--- src/rtl/hazard_forward_unit.sv ---
// Purpose : EX operand forwarding, load-use stall sequencing and data-memory freeze for the 5-stage pipeline.
// Latency : forwardA/B, freeze and RUN-state stall/bubble are combinational (same cycle); load-use stall lasts LOAD_LAT non-frozen cycles.
// Backpressure: freeze holds every pipeline register while a load waits on mem_ready; stall/bubble are forced low while frozen.
//
// Ports:
//   clk, rst_n                         pipeline clock, asynchronous active-low reset
//   rs_num_ID, rt_num_ID               source registers of the instruction in ID
//   rs_num_EX, rt_num_EX, rd_num_EX    sources / destination held in ID/EX
//   wr_enable_EX, mem_read_EX          ID/EX register-write and load flags
//   rd_num_MEM, wr_enable_MEM          EX/MEM destination and write flag
//   rd_num_WB, wr_enable_WB            MEM/WB destination and write flag
//   mem_read_MEM, mem_ready            load in MEM, data memory has returned data
//   flush                              taken branch squashing IF/ID this cycle
//   forwardA, forwardB                 operand select: 0 regfile, 1 WB data, 2 MEM ALU result
//   stall, bubble, freeze              PC/IF-ID hold, ID/EX bubble, global pipeline hold
//   stall_cycles                       saturating count of cycles with stall or freeze

module hazard_forward_unit #(
    parameter int REG_AW   = 5,
    parameter int LOAD_LAT = 1,
    parameter int CNT_W    = 16,
    parameter int ZERO_REG = 1
) (
    input  logic              clk,
    input  logic              rst_n,
    input  logic [REG_AW-1:0] rs_num_ID,
    input  logic [REG_AW-1:0] rt_num_ID,
    input  logic [REG_AW-1:0] rs_num_EX,
    input  logic [REG_AW-1:0] rt_num_EX,
    input  logic [REG_AW-1:0] rd_num_EX,
    input  logic              wr_enable_EX,
    input  logic              mem_read_EX,
    input  logic [REG_AW-1:0] rd_num_MEM,
    input  logic [REG_AW-1:0] rd_num_WB,
    input  logic              wr_enable_MEM,
    input  logic              wr_enable_WB,
    input  logic              mem_read_MEM,
    input  logic              mem_ready,
    input  logic              flush,
    output logic [1:0]        forwardA,
    output logic [1:0]        forwardB,
    output logic              stall,
    output logic              bubble,
    output logic              freeze,
    output logic [CNT_W-1:0]  stall_cycles
);

    localparam logic [0:0] ST_RUN        = 1'b0;
    localparam logic [0:0] ST_LOAD_STALL = 1'b1;

    // Remaining stall cycles after the detection cycle itself.
    localparam logic [3:0] LAT_M1 = 4'(LOAD_LAT - 1);

    localparam logic [1:0] FWD_RF  = 2'd0;
    localparam logic [1:0] FWD_WB  = 2'd1;
    localparam logic [1:0] FWD_MEM = 2'd2;

    logic [0:0]       state_q, state_nxt;
    logic [3:0]       cnt_q, cnt_nxt;
    logic [CNT_W-1:0] stall_cycles_q;
    logic             freeze_i;
    logic             load_use;
    logic             stall_i;
    logic             cnt_sat;

    // Register 0 is hard-wired zero when ZERO_REG is set, so it never
    // produces a value worth forwarding or waiting for.
    function automatic logic src_ok(input logic [REG_AW-1:0] r);
        return (ZERO_REG == 0) || (r != '0);
    endfunction

    // MEM is checked first: it holds the younger result for the same register.
    function automatic logic [1:0] fwd_sel(input logic [REG_AW-1:0] src);
        logic [1:0] sel;
        sel = FWD_RF;
        if (wr_enable_MEM && (rd_num_MEM == src) && src_ok(src)) begin
            sel = FWD_MEM;
        end else if (wr_enable_WB && (rd_num_WB == src) && src_ok(src)) begin
            sel = FWD_WB;
        end
        return sel;
    endfunction

    // ------------------------------------------------------------------
    // Combinational forwarding, freeze and hazard detection
    // ------------------------------------------------------------------
    always_comb begin
        forwardA = fwd_sel(rs_num_EX);
        forwardB = fwd_sel(rt_num_EX);
    end

    // Gated by rst_n so the pipeline is not held while the core is in reset.
    assign freeze_i = rst_n & mem_read_MEM & ~mem_ready;

    // flush squashes the dependent instruction, so there is nothing to stall
    // for; a frozen cycle makes no forward progress and cannot start a stall.
    assign load_use = mem_read_EX & wr_enable_EX & src_ok(rd_num_EX)
                    & ((rd_num_EX == rs_num_ID) | (rd_num_EX == rt_num_ID))
                    & ~flush & ~freeze_i;

    // ------------------------------------------------------------------
    // Stall FSM
    // ------------------------------------------------------------------
    always_comb begin
        state_nxt = state_q;
        cnt_nxt   = cnt_q;
        stall_i   = 1'b0;
        // While frozen everything holds and flush is ignored.
        if (!freeze_i) begin
            case (state_q)
                ST_RUN: begin
                    stall_i = load_use;
                    if (load_use && (LOAD_LAT > 1)) begin
                        state_nxt = ST_LOAD_STALL;
                        cnt_nxt   = LAT_M1;
                    end
                end
                ST_LOAD_STALL: begin
                    if (flush) begin
                        state_nxt = ST_RUN;
                        cnt_nxt   = 4'd0;
                    end else begin
                        stall_i = 1'b1;
                        if (cnt_q == 4'd1) begin
                            state_nxt = ST_RUN;
                            cnt_nxt   = 4'd0;
                        end else begin
                            cnt_nxt = cnt_q - 4'd1;
                        end
                    end
                end
                default: begin
                    state_nxt = ST_RUN;
                    cnt_nxt   = 4'd0;
                end
            endcase
        end
    end

    always_ff @(posedge clk or negedge rst_n) begin
        if (!rst_n) begin
            state_q <= ST_RUN;
            cnt_q   <= 4'd0;
        end else begin
            state_q <= state_nxt;
            cnt_q   <= cnt_nxt;
        end
    end

    // Outputs drop the moment reset asserts, without waiting for a clock.
    assign stall  = stall_i & rst_n;
    assign bubble = stall_i & rst_n;
    assign freeze = freeze_i;

    // ------------------------------------------------------------------
    // Saturating stall/freeze statistics
    // ------------------------------------------------------------------
    assign cnt_sat = &stall_cycles_q;

    always_ff @(posedge clk or negedge rst_n) begin
        if (!rst_n) begin
            stall_cycles_q <= '0;
        end else if ((stall_i | freeze_i) && !cnt_sat) begin
            stall_cycles_q <= stall_cycles_q + CNT_W'(1);
        end
    end

    assign stall_cycles = stall_cycles_q;

endmodule

--- config.mk ---
export PLATFORM = sky130hd
export DESIGN_NAME = hazard_forward_unit
export DESIGN_NICKNAME = d
export VERILOG_FILES = /design/src/rtl/hazard_forward_unit.sv
export SDC_FILE = /design/constraint.sdc
export NUM_CORES = 1
export LEC_CHECK = 0
export CAP_MARGIN = 40
export CELL_PAD_IN_SITES_DETAIL_PLACEMENT = 1
export CELL_PAD_IN_SITES_GLOBAL_PLACEMENT = 2
export CORE_ASPECT_RATIO = 1.1
export CORE_MARGIN = 2
export CORE_UTILIZATION = 21
export DETAILED_ROUTE_END_ITERATION = 8
export GPL_TIMING_DRIVEN = 0
export PLACE_DENSITY = 0.85
export SLEW_MARGIN = 15
export SYNTH_ARGS = -nofsm -noshare
export SYNTH_HDL_FRONTEND = slang
export SYNTH_SLANG_ARGS = --single-unit
--- constraint.sdc ---
create_clock -name clk -period 3 [get_ports clk]
set_input_delay 0.9 -clock clk [delete_from_list [all_inputs] [get_ports clk]]
set_output_delay 0.9 -clock clk [all_outputs]
set_load 0.01 [all_outputs]
==> impl_metrics.csv, run 1 <==
group,metric,value,unit
clocking,cts_tree,"yes",
route,drt-total-wl,4640,um
sta,finalSetupViolCount,4,
sta,finalClockSkew,0.00333,ns
floorplanning,die_height,91.6,um
worst_setup_path,worstPathArrival,2.32,ns
synthesis,synth_area,1470,sq um
global_routing,antenna_found_initial,0,
sta,final.min_clock_period,3.22,ns
placement,place_ws,-1.18,ns
worst_setup_path,critical_path_required,2.10,ns
synthesis,ys_seq_area_share,35.9,%
global_routing,grt_pass1_vias,1597,
global_routing,grt_max_degree,17,
clocking,numCtsBuffers,3,
clocking,insertion_delay,0.26,ns
route,via_per_inst,4.48,
sta,finalMaxSlewViolations,0,
clocking,clockBufferDepth,2,
floorplanning,die_x,83.6,um
route,firstDrtPassIters,4,
synthesis,yosys.area.top_type,"dfrtp_1",
sta,fmax,310,MHz
final_layout,fill_cells,799,
synthesis,synth-edff-count,0,
clocking,cts_htree_levels,1,
clocking,ctsRootBufferMaster,"clkbuf_8",
worst_setup_path,reg2reg_slack,0.93,ns
synthesis,syn_nets,204,
floorplanning,io_pins,67,
final_layout,fin_util,36.7,%
placement,gp_congestion,0.759,
worst_setup_path,cp_max_fo,2,
sta,rsz0062_at_grt,"true",
clocking,postCtsHoldBufs,0,
final_layout,drive_gt1_share,24.6,%
route,drc,0,
synthesis,async_reset_ff_share,100,%
flow_run,drv_cap,0,
final_layout,diodes,0,
placement,dp_hpwl,3680,um
route,wire_per_inst,14.4,um
floorplanning,coreArea,6670,sq um
placement,port_buffers,66,
synthesis,syn_inst,157,
sta,hold_viol_final,0,
synthesis,synth_cell_types,31,
hold_path,hold_class,"in -> async",
sta,setup_slack,-0.223,ns
floorplanning,start_util,22.0,%
sta,finalCritPeriodShare,107,%
clocking,clkTransAtPathRegs,0.07,ns
synthesis,synth_top_area_share,35.9,%
route,via_count,1443,
outcome,violations,"setup timing",
pwr,peakVddDrop,0.000321,V
worst_setup_path,critPathLaunchType,"primary input",
pwr,powerDensity,347,nW/um^2
global_routing,grt_pass1_wl,7580,um
floorplanning,row_count,31,
outcome,status,"finished with violations",
worst_setup_path,crit_type,"in -> out",
route,drt_iter0_drc,16,
final_layout,area_growth,67.0,%
pwr,p_leak,1.02,nW
worst_setup_path,ff2ff_path_depth,8,
sta,tightest_slew,0.522,ns
sta,slew_headroom,64.9,%
worst_setup_path,cp-end-kind,"output port",
clocking,cts.sinks,21,
global_routing,gr-total-overflow,0,
synthesis,yosys_warnings,0,
global_routing,track_usage,12.1,%
synthesis,post_synth.cell_area_avg,9.33,sq um
synthesis,synth_ff_type,"dfrtp_1",
synthesis,ys_ff_latch,21,
floorplanning,die-area,7660,sq um
route,drtAntennaViolNets,0,
final_layout,fin_nets,288,
synthesis,synth_area_leaders,"dfrtp_1, xnor2_1, xor2_1",
Yosys cell counts (2+ instances only):
cell,count
a21oi_1,3
and3_1,2
dfrtp_1,21
ha_1,3
inv_1,6
mux2_2,2
nand2_1,14
nand2b_1,2
nand3_1,8
nand4_1,9
nor2_1,13
nor3_1,4
nor4_1,4
o21ai_0,3
o31ai_1,3
or4_1,3
xnor2_1,29
xor2_1,15
worst paths after layout:
path	start	end
setup / recovery	rd_num_EX[2]	stall
hold / removal	rst_n	stall_cycles[12]$_DFFE_PN0P_
setup reg to reg	stall_cycles[0]$_DFFE_PN0P_	stall_cycles[10]$_DFFE_PN0P_
hold reg to reg	stall_cycles[6]$_DFFE_PN0P_	stall_cycles[6]$_DFFE_PN0P_
max in group asynchronous	rst_n	stall_cycles[3]$_DFFE_PN0P_
min in group clk	stall_cycles[6]$_DFFE_PN0P_	stall_cycles[6]$_DFFE_PN0P_
kinds of logic (layout without fill, tap and decap cells):
logic type / after synthesis / in the layout / share of synthesized area, %
flops: 21 / 21 / 35.9
buf+inv: 8 / 91 / 2.82
mux: 3 / 3 / 2.22
simple gates: 62 / 62 / 21.3
fa+ha+maj: 3 / 3 / 2.56
xor+xnor: 44 / 44 / 26.3
compound gates: 16 / 16 / 8.88
through the flow:
step | hold slack [ns] | instances | TNS, ns | area, sq um | power (mW)
after floorplan | 0.464 | 157 | -0.0183 | 1470 | 0.476
after global placement | 0.489 | 305 | -20.64 | 2230 | 0.648
after detailed placement | 0.492 | 306 | -12.34 | 2260 | 0.656
after CTS | 0.489 | 318 | -0.529 | 2400 | 0.858
after global routing | 0.498 | 322 | -0.643 | 2450 | 0.899
final | 0.491 | 322 | -0.385 | 2450 | 0.848
cells in the final DEF (no fill, tap or decap), types with 2 or more instances in the layout:
master	n
nor3_2	2
nor2_1	10
ha_1	3
clkbuf_8	3
o21ai_0	3
nor4_4	2
and3_1	2
buf_2	12
inv_1	6
xor2_2	3
nor3_1	2
buf_6	4
dfrtp_1	21
xor2_1	12
nand2b_1	2
xnor2_1	29
nand4_1	9
buf_8	4
or4_4	3
mux2_2	2
dlygate4sd2_1	20
nor2_4	2
a21oi_1	3
nand2_1	14
clkdlybuf4s50_1	26
o31ai_1	3
nand3_1	8
buf_4	13
timing repair:
| action | 4_1_cts | 5_1_grt |
|---|---|---|
| setup buffers | 8 | 4 |
| setup endpoints to repair | 21 | 5 |
| resized for setup | 134 | 3 |
| pin swaps | 29 | 11 |
| gates cloned | 0 | 0 |
sequential cells by signal (all words and copies together), names as in the netlist:
signal and flops:
cnt_q 4, stall_cycles 16, state_q 1
cell type report:
type | count | area, sq um | area share, %
buffer | 2 | 18.8 | 0.767
clock buffer | 3 | 41.3 | 1.69
inverter | 6 | 22.5 | 0.920
multi-input combinational | 128 | 1010 | 41.4
clock inverter | 1 | 5.00 | 0.204
sequential | 21 | 526 | 21.5
timing repair buffer | 79 | 719 | 29.4
tap | 82 | 103 | 4.19
per-layer routing:
| layer | vias to the layer above | global-route usage [%] | part of all wire (%) |
|---|---|---|---|
| met3 | 7 | 2.09 | 4.6 |
| met2 | 36 | 21.1 | 51 |
| met1 | 688 | 15.2 | 43 |
| met5 | - | 0 | 0 |
| li1 | 712 | - | - |
| met4 | 0 | 3.90 | 1.8 |
critical path: stages:
cell	delay, ns
buf_8	0.09
or4_4	0.53
o2111ai_4	0.22
nor2_2	0.07
o2111a_1	0.26
buf_4	0.14
buf_6	0.11
power by group:
part           switching [mW]  leakage [nW]  internal (mW)
clock                  0.0934        0.0255         0.0926
sequential             0.0480         0.275          0.317
combinational           0.123         0.723          0.174
No activity file was read; power rests on OpenSTA's default activity.
==> inputs of run 2 (changes only) <==
Settings changed: CAP_MARGIN 40 to 20.
==> run 2 against run 1 <==
Against the previous run: the run still ends with setup timing left; clock-buffer cell count up 1; sequential share of layout area about the same; critical path depth unchanged; core utilization down 0.056 points; clock skew down 0.0025 ns; sequential power about the same; first-iteration DRC count up 110%; largest cell class unchanged; highest routed layer unchanged.
==> impl_metrics.csv, run 2 (same netlist as run 1, synthesis figures left out) <==
group,metric,value,unit
worst_setup_path,ff2ff_path_depth,8,
global_routing,antenna_found_initial,0,
pwr,powerDensity,345,nW/um^2
sta,slew_headroom,65.2,%
sta,final.min_clock_period,3.23,ns
clocking,clkTransAtPathRegs,0.07,ns
sta,setup_slack,-0.228,ns
floorplanning,die_x,83.6,um
final_layout,diodes,0,
clocking,cts_tree,"yes",
clocking,cts_htree_levels,1,
sta,finalMaxSlewViolations,0,
route,wire_per_inst,14.4,um
global_routing,grt_pass1_vias,1604,
sta,finalClockSkew,0.000877,ns
pwr,peakVddDrop,0.000410,V
hold_path,hp-start,"stall_cycles[6]$_DFFE_PN0P_",
global_routing,track_usage,11.8,%
flow_run,drv_cap,0,
route,via_per_inst,4.57,
route,drt-total-wl,4630,um
route,drtAntennaViolNets,0,
worst_setup_path,cp_max_fo,2,
sta,fin_setup_tns,-0.435,ns
clocking,numCtsBuffers,3,
hold_path,hold_class,"reg -> reg",
final_layout,final_common_cell,"xnor2_1",
final_layout,drive_gt1_share,25.4,%
sta,finalSetupViolCount,4,
worst_setup_path,r2r-end,"stall_cycles[10]$_DFFE_PN0P_",
worst_setup_path,cp-end-kind,"output port",
placement,dp_hpwl,3570,um
placement,numPlacedInstances,305,
placement,gp_congestion,0.759,
outcome,violations,"setup timing",
outcome,status,"finished with violations",
final_layout,area_growth,66.8,%
floorplanning,coreArea,6670,sq um
placement,port_buffers,66,
floorplanning,io_pins,67,
final_layout,final_cells,322,
pwr,design_power_total,0.843,mW
worst_setup_path,critPathLaunchType,"primary input",
hold_path,min_path_cells,1,
route,drc,0,
floorplanning,die_height,91.6,um
pwr,p_leak,1.01,nW
final_layout,final_cell_mix,"xnor2_1, clkdlybuf4s50_1, dfrtp_1, dlygate4sd2_1, buf_4",
clocking,insertion_delay,0.25,ns
route,drt_iter0_drc,34,
hold_path,whs_endpoint,"stall_cycles[6]$_DFFE_PN0P_",
clocking,cts.sinks,21,
sta,hold_viol_final,0,
clocking,clockBufferDepth,2,
worst_setup_path,critical_path_required,2.10,ns
final_layout,fin_nets,288,
global_routing,gr-total-overflow,0,
sta,rsz0062_at_grt,"true",
global_routing,grt_pass1_wl,7510,um
floorplanning,row_count,31,
clocking,ctsRootBufferMaster,"clkbuf_8",
floorplanning,start_util,22.0,%
route,firstDrtPassIters,4,
worst_setup_path,r2r-start,"stall_cycles[0]$_DFFE_PN0P_",
worst_setup_path,crit_type,"in -> out",
final_layout,largest_reg_flops,16,
worst_setup_path,worstPathArrival,2.33,ns
sta,hold_ws,0.500,ns
sta,tightest_slew,0.518,ns
floorplanning,die-area,7660,sq um
route,via_count,1470,
worst_setup_path,reg2reg_slack,0.93,ns
sta,finalCritPeriodShare,108,%
global_routing,grt_max_degree,24,
sta,fmax,310,MHz
-- run 2: cell types whose count changed in the layout (fill, tap and decap cells not counted), sizes merged --
cell,before,now
clkinv,1,0
clkdlybuf4s50,26,27
clkbuf,3,5
dlygate4sd2,20,17
clkdlybuf4s15,0,1
-- run 2: worst max-delay path by stage --
| stage | depth (start not counted) | from | end |
|---|---|---|---|
| floorplan | 5 | rd_num_EX[1] | stall |
| global placement | 7 | rst_n | stall |
| detailed placement | 7 | rst_n | stall |
| CTS | 7 | rd_num_EX[4] | stall |
| global route | 7 | rd_num_EX[2] | stall |
| finish | 7 | rd_num_EX[2] | stall |
-- run 2: cell type report --
type / instances / area (sq um)
fill: 789 / 4230
multi-input combinational: 128 / 1030
timing repair buffer: 79 / 703
sequential: 21 / 526
tap: 82 / 103
clock buffer: 4 / 45.0
inverter: 6 / 22.5
buffer: 2 / 18.8
-- run 2: metal layers --
| layer | GRT usage, % | vias up | share of wire, % |
|---|---|---|---|
| li1 | - | 710 | - |
| met1 | 15.0 | 723 | 44 |
| met2 | 21.1 | 35 | 52 |
| met3 | 2.09 | 2 | 4.0 |
| met4 | 2.02 | 0 | 0.45 |
| met5 | 0 | - | 0 |
-- run 2: where the power goes --
| part | internal (mW) | leakage [nW] | switching, mW |
|---|---|---|---|
| Combinational | 0.173 | 0.712 | 0.122 |
| Sequential | 0.317 | 0.275 | 0.0483 |
| Clock | 0.0944 | 0.0228 | 0.0880 |
| Total | 0.585 | 1.01 | 0.258 |
-- run 2: through the flow --
stage,instance area [sq um],utilization (%),worst slack [ns]
floorplan,1470,-,-0.0183
global placement,2230,33.4,-1.62
finish,2440,36.6,-0.228
CTS,2400,35.9,-0.247
detailed placement,2230,33.4,-1.61
global route,2440,36.6,-0.278
-- run 2: worst max-delay path, stage by stage --
cell and delay, ns:
buf_8 0.09, or4_4 0.55, o2111ai_4 0.22, nor2_2 0.06, o2111a_1 0.26, buf_4 0.14, buf_6 0.11
-- run 2: what timing repair did --
action | CTS | global route
gates resized for setup | 136 | 7
endpoints found under the setup margin | 26 | 6
buffers inserted | 9 | 4
hold buffers | 0 | 0
pin swaps | 26 | 11
